===== config.mk =====
export PLATFORM = sky130hd
export DESIGN_NAME = hx2003_pulse_sequencer
export DESIGN_NICKNAME = d
export VERILOG_FILES = /design/src/rtl/hx2003_pulse_sequencer.sv
export SDC_FILE = /design/constraint.sdc
export NUM_CORES = 1
export LEC_CHECK = 0
export BUFFER_PORTS_ARGS = -buffer_cell sky130_fd_sc_hd__buf_2
export CAP_MARGIN = 0
export CORE_MARGIN = 5
export CORE_UTILIZATION = 40
export DETAILED_ROUTE_END_ITERATION = 7
export PLACE_DENSITY = 0.62
export SLEW_MARGIN = 20
export SYNTH_ARGS = -nofsm -noshare
export SYNTH_HDL_FRONTEND = slang
export SYNTH_SLANG_ARGS = --single-unit

===== constraint.sdc =====
create_clock -name clk -period 6.3 [get_ports clk]
set_input_delay 1.26 -clock clk [delete_from_list [all_inputs] [get_ports clk]]
set_output_delay 1.26 -clock clk [all_outputs]
set_load 0.005 [all_outputs]

===== src/rtl/hx2003_pulse_sequencer.sv =====
// Pulse transmitter symbol sequencer: FIFO of {level, duration}
// symbols played back-to-back on prescaler ticks.
module hx2003_pulse_sequencer #(
  parameter int FIFO_DEPTH = 8,
  parameter int DUR_W      = 15
) (
  input  logic                         clk,
  input  logic                         rst_n,
  input  logic [DUR_W:0]               sym_data,
  input  logic                         sym_valid,
  output logic                         sym_ready,
  input  logic                         start,
  input  logic                         abort,
  input  logic                         tick,
  input  logic                         carrier_in,
  input  logic                         carrier_en,
  input  logic                         idle_level,
  input  logic                         invert,
  output logic                         pulse_out,
  output logic                         busy,
  output logic                         done,
  output logic                         underflow,
  output logic [$clog2(FIFO_DEPTH):0]  fifo_count
);

  localparam int AW = $clog2(FIFO_DEPTH);
  localparam logic [AW:0] LP_FULL = (AW+1)'(FIFO_DEPTH);
  localparam logic [DUR_W-1:0] LP_ONE = DUR_W'(1);

  typedef enum logic {S_IDLE, S_RUN} state_t;

  state_t           r_state;
  state_t           w_next;
  logic [DUR_W:0]   r_mem [FIFO_DEPTH];
  logic [AW-1:0]    r_wptr;
  logic [AW-1:0]    r_rptr;
  logic [AW:0]      r_count;
  logic [DUR_W-1:0] r_dur;
  logic             r_level;
  logic             r_done;
  logic             r_uf;

  logic             w_push;
  logic             w_pop;
  logic             w_load;
  logic             w_dec;
  logic             w_done;
  logic             w_uf_set;
  logic             w_uf_clr;
  logic             w_empty;
  logic             w_head_end;
  logic [DUR_W:0]   w_head;
  logic             w_busy;

  assign w_empty    = (r_count == '0);
  assign w_head     = r_mem[r_rptr];
  assign w_head_end = (w_head[DUR_W-1:0] == '0);
  assign sym_ready  = (r_count < LP_FULL);
  assign w_push     = sym_valid & sym_ready & ~abort;

  always_ff @(posedge clk) begin
    if (!rst_n) r_state <= S_IDLE;
    else        r_state <= w_next;
  end

  always_comb begin
    w_next   = r_state;
    w_pop    = 1'b0;
    w_load   = 1'b0;
    w_dec    = 1'b0;
    w_done   = 1'b0;
    w_uf_set = 1'b0;
    w_uf_clr = 1'b0;
    if (abort) begin
      w_next = S_IDLE;
    end else begin
      unique case (r_state)
        S_IDLE: begin
          if (start && !w_empty) begin
            w_pop = 1'b1;
            if (w_head_end) begin
              w_done = 1'b1;
            end else begin
              w_load   = 1'b1;
              w_uf_clr = 1'b1;
              w_next   = S_RUN;
            end
          end
        end
        S_RUN: begin
          if (tick) begin
            if (r_dur > LP_ONE) begin
              w_dec = 1'b1;
            end else if (w_empty) begin
              // ran dry without an end marker
              w_next   = S_IDLE;
              w_uf_set = 1'b1;
              w_done   = 1'b1;
            end else if (w_head_end) begin
              w_pop  = 1'b1;
              w_next = S_IDLE;
              w_done = 1'b1;
            end else begin
              w_pop  = 1'b1;
              w_load = 1'b1;
            end
          end
        end
        default: w_next = S_IDLE;
      endcase
    end
  end

  always_comb begin
    w_busy = (r_state == S_RUN);
    if (w_busy)
      pulse_out = invert ^
        (r_level & (carrier_en ? carrier_in : 1'b1));
    else
      pulse_out = invert ^ idle_level;
  end

  assign busy       = w_busy;
  assign done       = r_done;
  assign underflow  = r_uf;
  assign fifo_count = r_count;

  always_ff @(posedge clk) begin
    if (w_push) r_mem[r_wptr] <= sym_data;
  end

  always_ff @(posedge clk) begin
    if (!rst_n) begin
      r_wptr  <= '0;
      r_rptr  <= '0;
      r_count <= '0;
      r_dur   <= '0;
      r_level <= 1'b0;
      r_done  <= 1'b0;
      r_uf    <= 1'b0;
    end else begin
      r_done <= w_done;
      if (w_uf_set)      r_uf <= 1'b1;
      else if (w_uf_clr) r_uf <= 1'b0;
      if (abort) begin
        r_wptr  <= '0;
        r_rptr  <= '0;
        r_count <= '0;
        r_dur   <= '0;
      end else begin
        if (w_push) r_wptr <= r_wptr + AW'(1);
        if (w_pop)  r_rptr <= r_rptr + AW'(1);
        r_count <= r_count + (AW+1)'(w_push)
                           - (AW+1)'(w_pop);
        if (w_load) begin
          r_level <= w_head[DUR_W];
          r_dur   <= w_head[DUR_W-1:0];
        end else if (w_dec) begin
          r_dur <= r_dur - LP_ONE;
        end
      end
    end
  end

endmodule


Word level (Yosys, flattened, before mapping). Memories as Yosys holds them, arrays and structs flattened. A register that Yosys moved wholly into a read port is not among the register bits. Cells that the tools add are included.

Register bits: 29. Memory bits (writable): 128. Output and inout bits: 9. Word-level logic and storage cells: 75. Memories: 1.

Add/subtract/negate cells: 5. $lt $le $gt $ge: 2. Muxes and demuxes: 43. Bitwise operators: 8. Reductions and logical operators: 8.

Memory list: r_mem (depth 8, bits a word 16, read ports 1, clocked after Yosys merged registers in 1, write ports 1, RTL line 34) `logic [DUR_W:0] r_mem [FIFO_DEPTH];`.

Operators with widths (number): 1-bit two-way mux (35); 15-bit two-way mux (2); 15-bit by 1-bit > comparator with 1-bit output, second input constant (1); 15-bit logical NOT (1); 15-bit by 1-bit subtractor with 15-bit output, second input constant (1); 1-bit one-hot mux with 2 select lines (4); 3-bit by 1-bit adder with 3-bit output, second input constant (2); 3-bit two-way mux (2); 4-bit by 1-bit adder with 4-bit output (1); 4-bit logical NOT (1); 4-bit < comparator, second input constant (1); 2-bit nonzero test (2); 4-bit by 1-bit subtractor with 4-bit output (1); 1-bit bitwise AND (3); 1-bit inverter (3); 2-bit AND reduction (1); 2-bit OR reduction (1); 1-bit XOR (2); 1-bit logical AND (1); 1-bit logical NOT (1).

Longest topological paths before layout.
Depth after elaboration: 8. Mapped depth: 13. Mapped depth without buffers: 13.

Worst setup path after synthesis. Ideal clock, no wire load.

Kind: input-to-reg. From: input abort. To: memory r_mem[0][0] in the netlist's numbering, enable pin. Setup time: 0.409 ns. Arrival: 2.983 ns. Slack: 2.908 ns. Stages: 3. Path buffers: 1. Cell sequence: clkbuf_1 or3_1 nor3_1.

Longest elaborated chain between the ends: 4.

Ends and longest elaborated chain: start, declared (RTL line 13) `input logic abort,`; 1-bit inverter (no source line); 1-bit bitwise AND (RTL line 59) `assign w_push = sym_valid & sym_ready & ~abort;`; 1-bit two-way mux (RTL line 129) `if (w_push) r_mem[r_wptr] <= sym_data;`; 1-bit two-way mux (implied by the code) (RTL line 129); end, declared (RTL line 34).

No other way between the ends.

Worst setup path after layout.
From: register r_dur[2]. To: register r_count[2] (netlist: fifo_count[2]).

Longest elaborated chain between the ends: 6.

Ends and longest elaborated chain: start, declared (RTL line 38) `logic [DUR_W-1:0] r_dur;`; start signal, assigned (RTL line 157) `r_dur <= w_head[DUR_W-1:0];`; start signal, assigned (RTL line 159) `r_dur <= r_dur - LP_ONE;`; 15-bit by 1-bit > comparator with 1-bit output (RTL line 92) `if (r_dur > LP_ONE) begin`; 1-bit two-way mux (RTL line 92); 1-bit two-way mux (RTL line 91) `if (tick) begin`; 1-bit one-hot mux with 2 select lines (RTL line 77) `unique case (r_state)`; 1-bit two-way mux (RTL line 74) `if (abort) begin`; 4-bit by 1-bit subtractor with 4-bit output (RTL line 154) `- (AW+1)'(w_pop);`; end signal, assigned (RTL line 153) `r_count <= r_count + (AW+1)'(w_push)`; end, declared (RTL line 37) `logic [AW:0] r_count;`.

No other way between the ends. A chain may end at the register's enable or synchronous reset.

==> flow_metrics.py <==
metrics = {
    "run_status": {
        "status": "complete, no violations",
    },
    "placed_design": {
        "dp_cells": 643,
        "io_buffer_count": 34,
        "gp_congestion": 0.792,
        "place_hpwl_mm": 7.99,
    },
    "global_routing": {
        "grt_pass1_wl_mm": 20.5,
        "track_usage_pct": 13.9,
        "antenna_found_initial": 0,
        "grt_overflow": 0,
        "grt_max_degree": 32,
        "grt_pass1_vias": 3688,
    },
    "worst_setup_path": {
        "cp_data_arrival_time_ns": 4.29,
        "crit_family": "simple AND/OR/NAND/NOR gates",
        "worstPathRequired_ns": 6.58,
        "path_max_fanout": 14,
        "worstSetupStartpointType": "flip-flop",
        "crit_path_top_delay_cell": "a211oi_2",
        "cp.buffers_inverters": 2,
        "critical_path.most_common_cell": "inv_1",
        "end_kind": "flip-flop",
        "slowest_delay_ns": 0.75,
        "criticalPathCategory": "flip-flop to flip-flop",
        "crit_chain": "or4_4 -> or3_1 -> or3_4 -> a211oi_2 -> nand2_1 -> inv_1 -> a21o_1 -> ha_1 -> inv_1 -> fa_1 -> xor2_1 -> nor2_1",
    },
    "pwr": {
        "p_per_area_nw_per_um2": 290,
        "swShare_pct": 21.4,
        "p_switching_mw": 0.471,
        "p_leak_nw": 2.63,
        "intPower_mw": 1.73,
        "combinationalPowerShare_pct": 3.5,
        "pwr-share-seq_pct": 52.5,
        "ir_drop_v": 0.000248,
        "clockPowerShare_pct": 44.0,
    },
    "sta": {
        "max_clock_freq_ghz": 0.249,
        "fin_crit_sh_pct": 63.6,
        "hold_viol_final": 0,
        "worstMarginPinSlew_ns": 0.991,
        "whs_ns": 0.507,
        "drv_slew": 0,
        "slew_headroom_pct": 33.9,
        "min_period_ns": 4.01,
        "fin_skew_ns": 0.00990,
        "tns_ns": 0,
        "setup_viol": 0,
        "rsz0062_at_grt": "false",
    },
    "final_layout": {
        "syn_to_final_growth_pct": 15.2,
        "nets": 477,
        "finalNonFillerCells": 675,
        "drive_above_1_share_pct": 26.8,
        "diodes": 0,
    },
    "yosys": {
        "yosysWarnings": 0,
        "syn-num-nets": 432,
        "synthTopCellsByArea": "edfxtp_1 58%, mux4_2 11%, dfxtp_1 9.7%",
        "yosysTopAreaCellShare_pct": 58.3,
        "syn-cell-area_um2": 6600,
        "synth-async-reset-ratio_pct": 0,
        "netlist-cell-type-count": 50,
        "netlist_top_cells_count": "128 x edfxtp_1, 32 x dfxtp_1, 32 x mux4_2, 21 x nor2_1, 15 x nand2_1",
        "yosysSeqAreaShare_pct": 68.0,
        "postSynthCellCount": 397,
        "yosysMostFrequentCell": "edfxtp_1",
        "synth.avg_cell_area_um2": 16.6,
        "synth_edf_count": 128,
        "ys_seq_elements": 160,
        "yosysTopAreaCell": "edfxtp_1",
        "synth-main-ff-cell": "edfxtp_1",
    },
    "detailed_routing": {
        "post_drt_wl_per_cell_um": 19.0,
        "firstDrtPassIters": 5,
        "via_count": 3516,
        "drc": 0,
        "drtAntennaViolNets": 0,
        "viasPerCell": 5.21,
        "wl_mm": 12.8,
        "drtIter0Drc": 249,
    },
    "floorplanning": {
        "initial_core_util_pct": 40.2,
        "die_area_um2": 19200,
        "fp.dieW_um": 138,
        "rows": 47,
        "io_pins": 35,
        "core_um2": 16400,
        "die_h_um": 138,
    },
    "clocking": {
        "ctsHoldBuffers": 0,
        "h-tree-depth": 4,
        "cts_buffers": 17,
        "cts.repair.resized": 0,
        "cts_buffer_depth": 2,
        "cts_setup_buffers": 0,
        "clk_pin_slew_worst_paths_ns": 0.07,
        "cts_tree": "yes",
        "cts_sinks": 160,
        "root_buffer": "clkbuf_16",
        "clkLatencyLatePin_ns": 0.42,
    },
    "flow_run": {
        "maxCapViolCount": 0,
    },
    "min_path": {
        "holdCritPathClass": "flip-flop to flip-flop",
    },
}
==> logic make-up (layout without fill, tap and decap cells) <==
kind of cell | Yosys count | in the layout | synth area share, %
flops | 160 | 160 | 68.0
simple gates | 91 | 91 | 7.42
mux | 51 | 51 | 13.9
compound gates | 43 | 43 | 4.82
buf+inv | 26 | 84 | 1.80
xor+xnor | 17 | 17 | 2.26
fa+ha+maj | 9 | 9 | 1.82
==> layout by cell type, fill, tap and decap left out, types with 10 or more instances in the layout <==
master and instances:
buf_2 34, nand3_1 10, o211a_1 10, dfxtp_1 31, clkbuf_16 17, a21oi_1 10, mux4_2 32, edfxtp_1 128
nand2_1 15, buf_4 10, mux2i_1 14, nor2_1 21
==> worst paths after layout <==
path                 start       endpoint  slack, ns  cells after the start
setup reg to reg  r_dur[2]  fifo_count[2]       2.29                     12
hold reg to reg    r_level        r_level       0.51                      1
setup / recovery  r_dur[2]  fifo_count[2]       2.29                     12
hold / removal     r_level        r_level       0.51                      1
==> power groups by stage <==
stage	logic (mW)	clock network, mW	registers [mW]
2_1_floorplan	0.0468	0	1.18
3_3_place_gp	0.0752	0	1.18
3_5_place_dp	0.0780	0	1.18
4_1_cts	0.0784	0.989	1.16
5_1_grt	0.0863	1.05	1.16
6_report	0.0775	0.970	1.16
==> layer usage <==
metal  up-vias  wire, um  GRT usage [%]
met4         0       147           3.85
met5         -         0              0
li1       1656         -              -
met1      1777      5740           17.7
met3        14       434           4.11
met2        69      6520           23.5
==> registers in the layout, indices dropped and copies added, names as in the netlist, named ones only <==
register / count
r_mem: 128
r_dur: 15
fifo_count: 4
r_rptr: 3
r_wptr: 3
busy: 1
done: 1
r_level: 1
underflow: 1
==> cell type report <==
type / instances / area (um^2)
clock buffer: 19 / 433
clock inverter: 13 / 126
fill: 1427 / 8810
inverter: 8 / 30.0
multi-input combinational: 211 / 2010
sequential: 160 / 4490
tap: 220 / 275
timing repair buffer: 44 / 245
==> through the flow <==
stage               instance area (um^2)  util, %  power, mW  setup WS (ns)
CTS                                 7600     46.3       2.22           2.30
floorplan                           6600        -       1.22           2.91
global placement                    7040     42.9       1.25           2.45
finish                              7600     46.3       2.20           2.29
detailed placement                  7040     42.9       1.26           2.29
global route                        7600     46.3       2.29           1.99
Power figures use the tool's default switching activity.
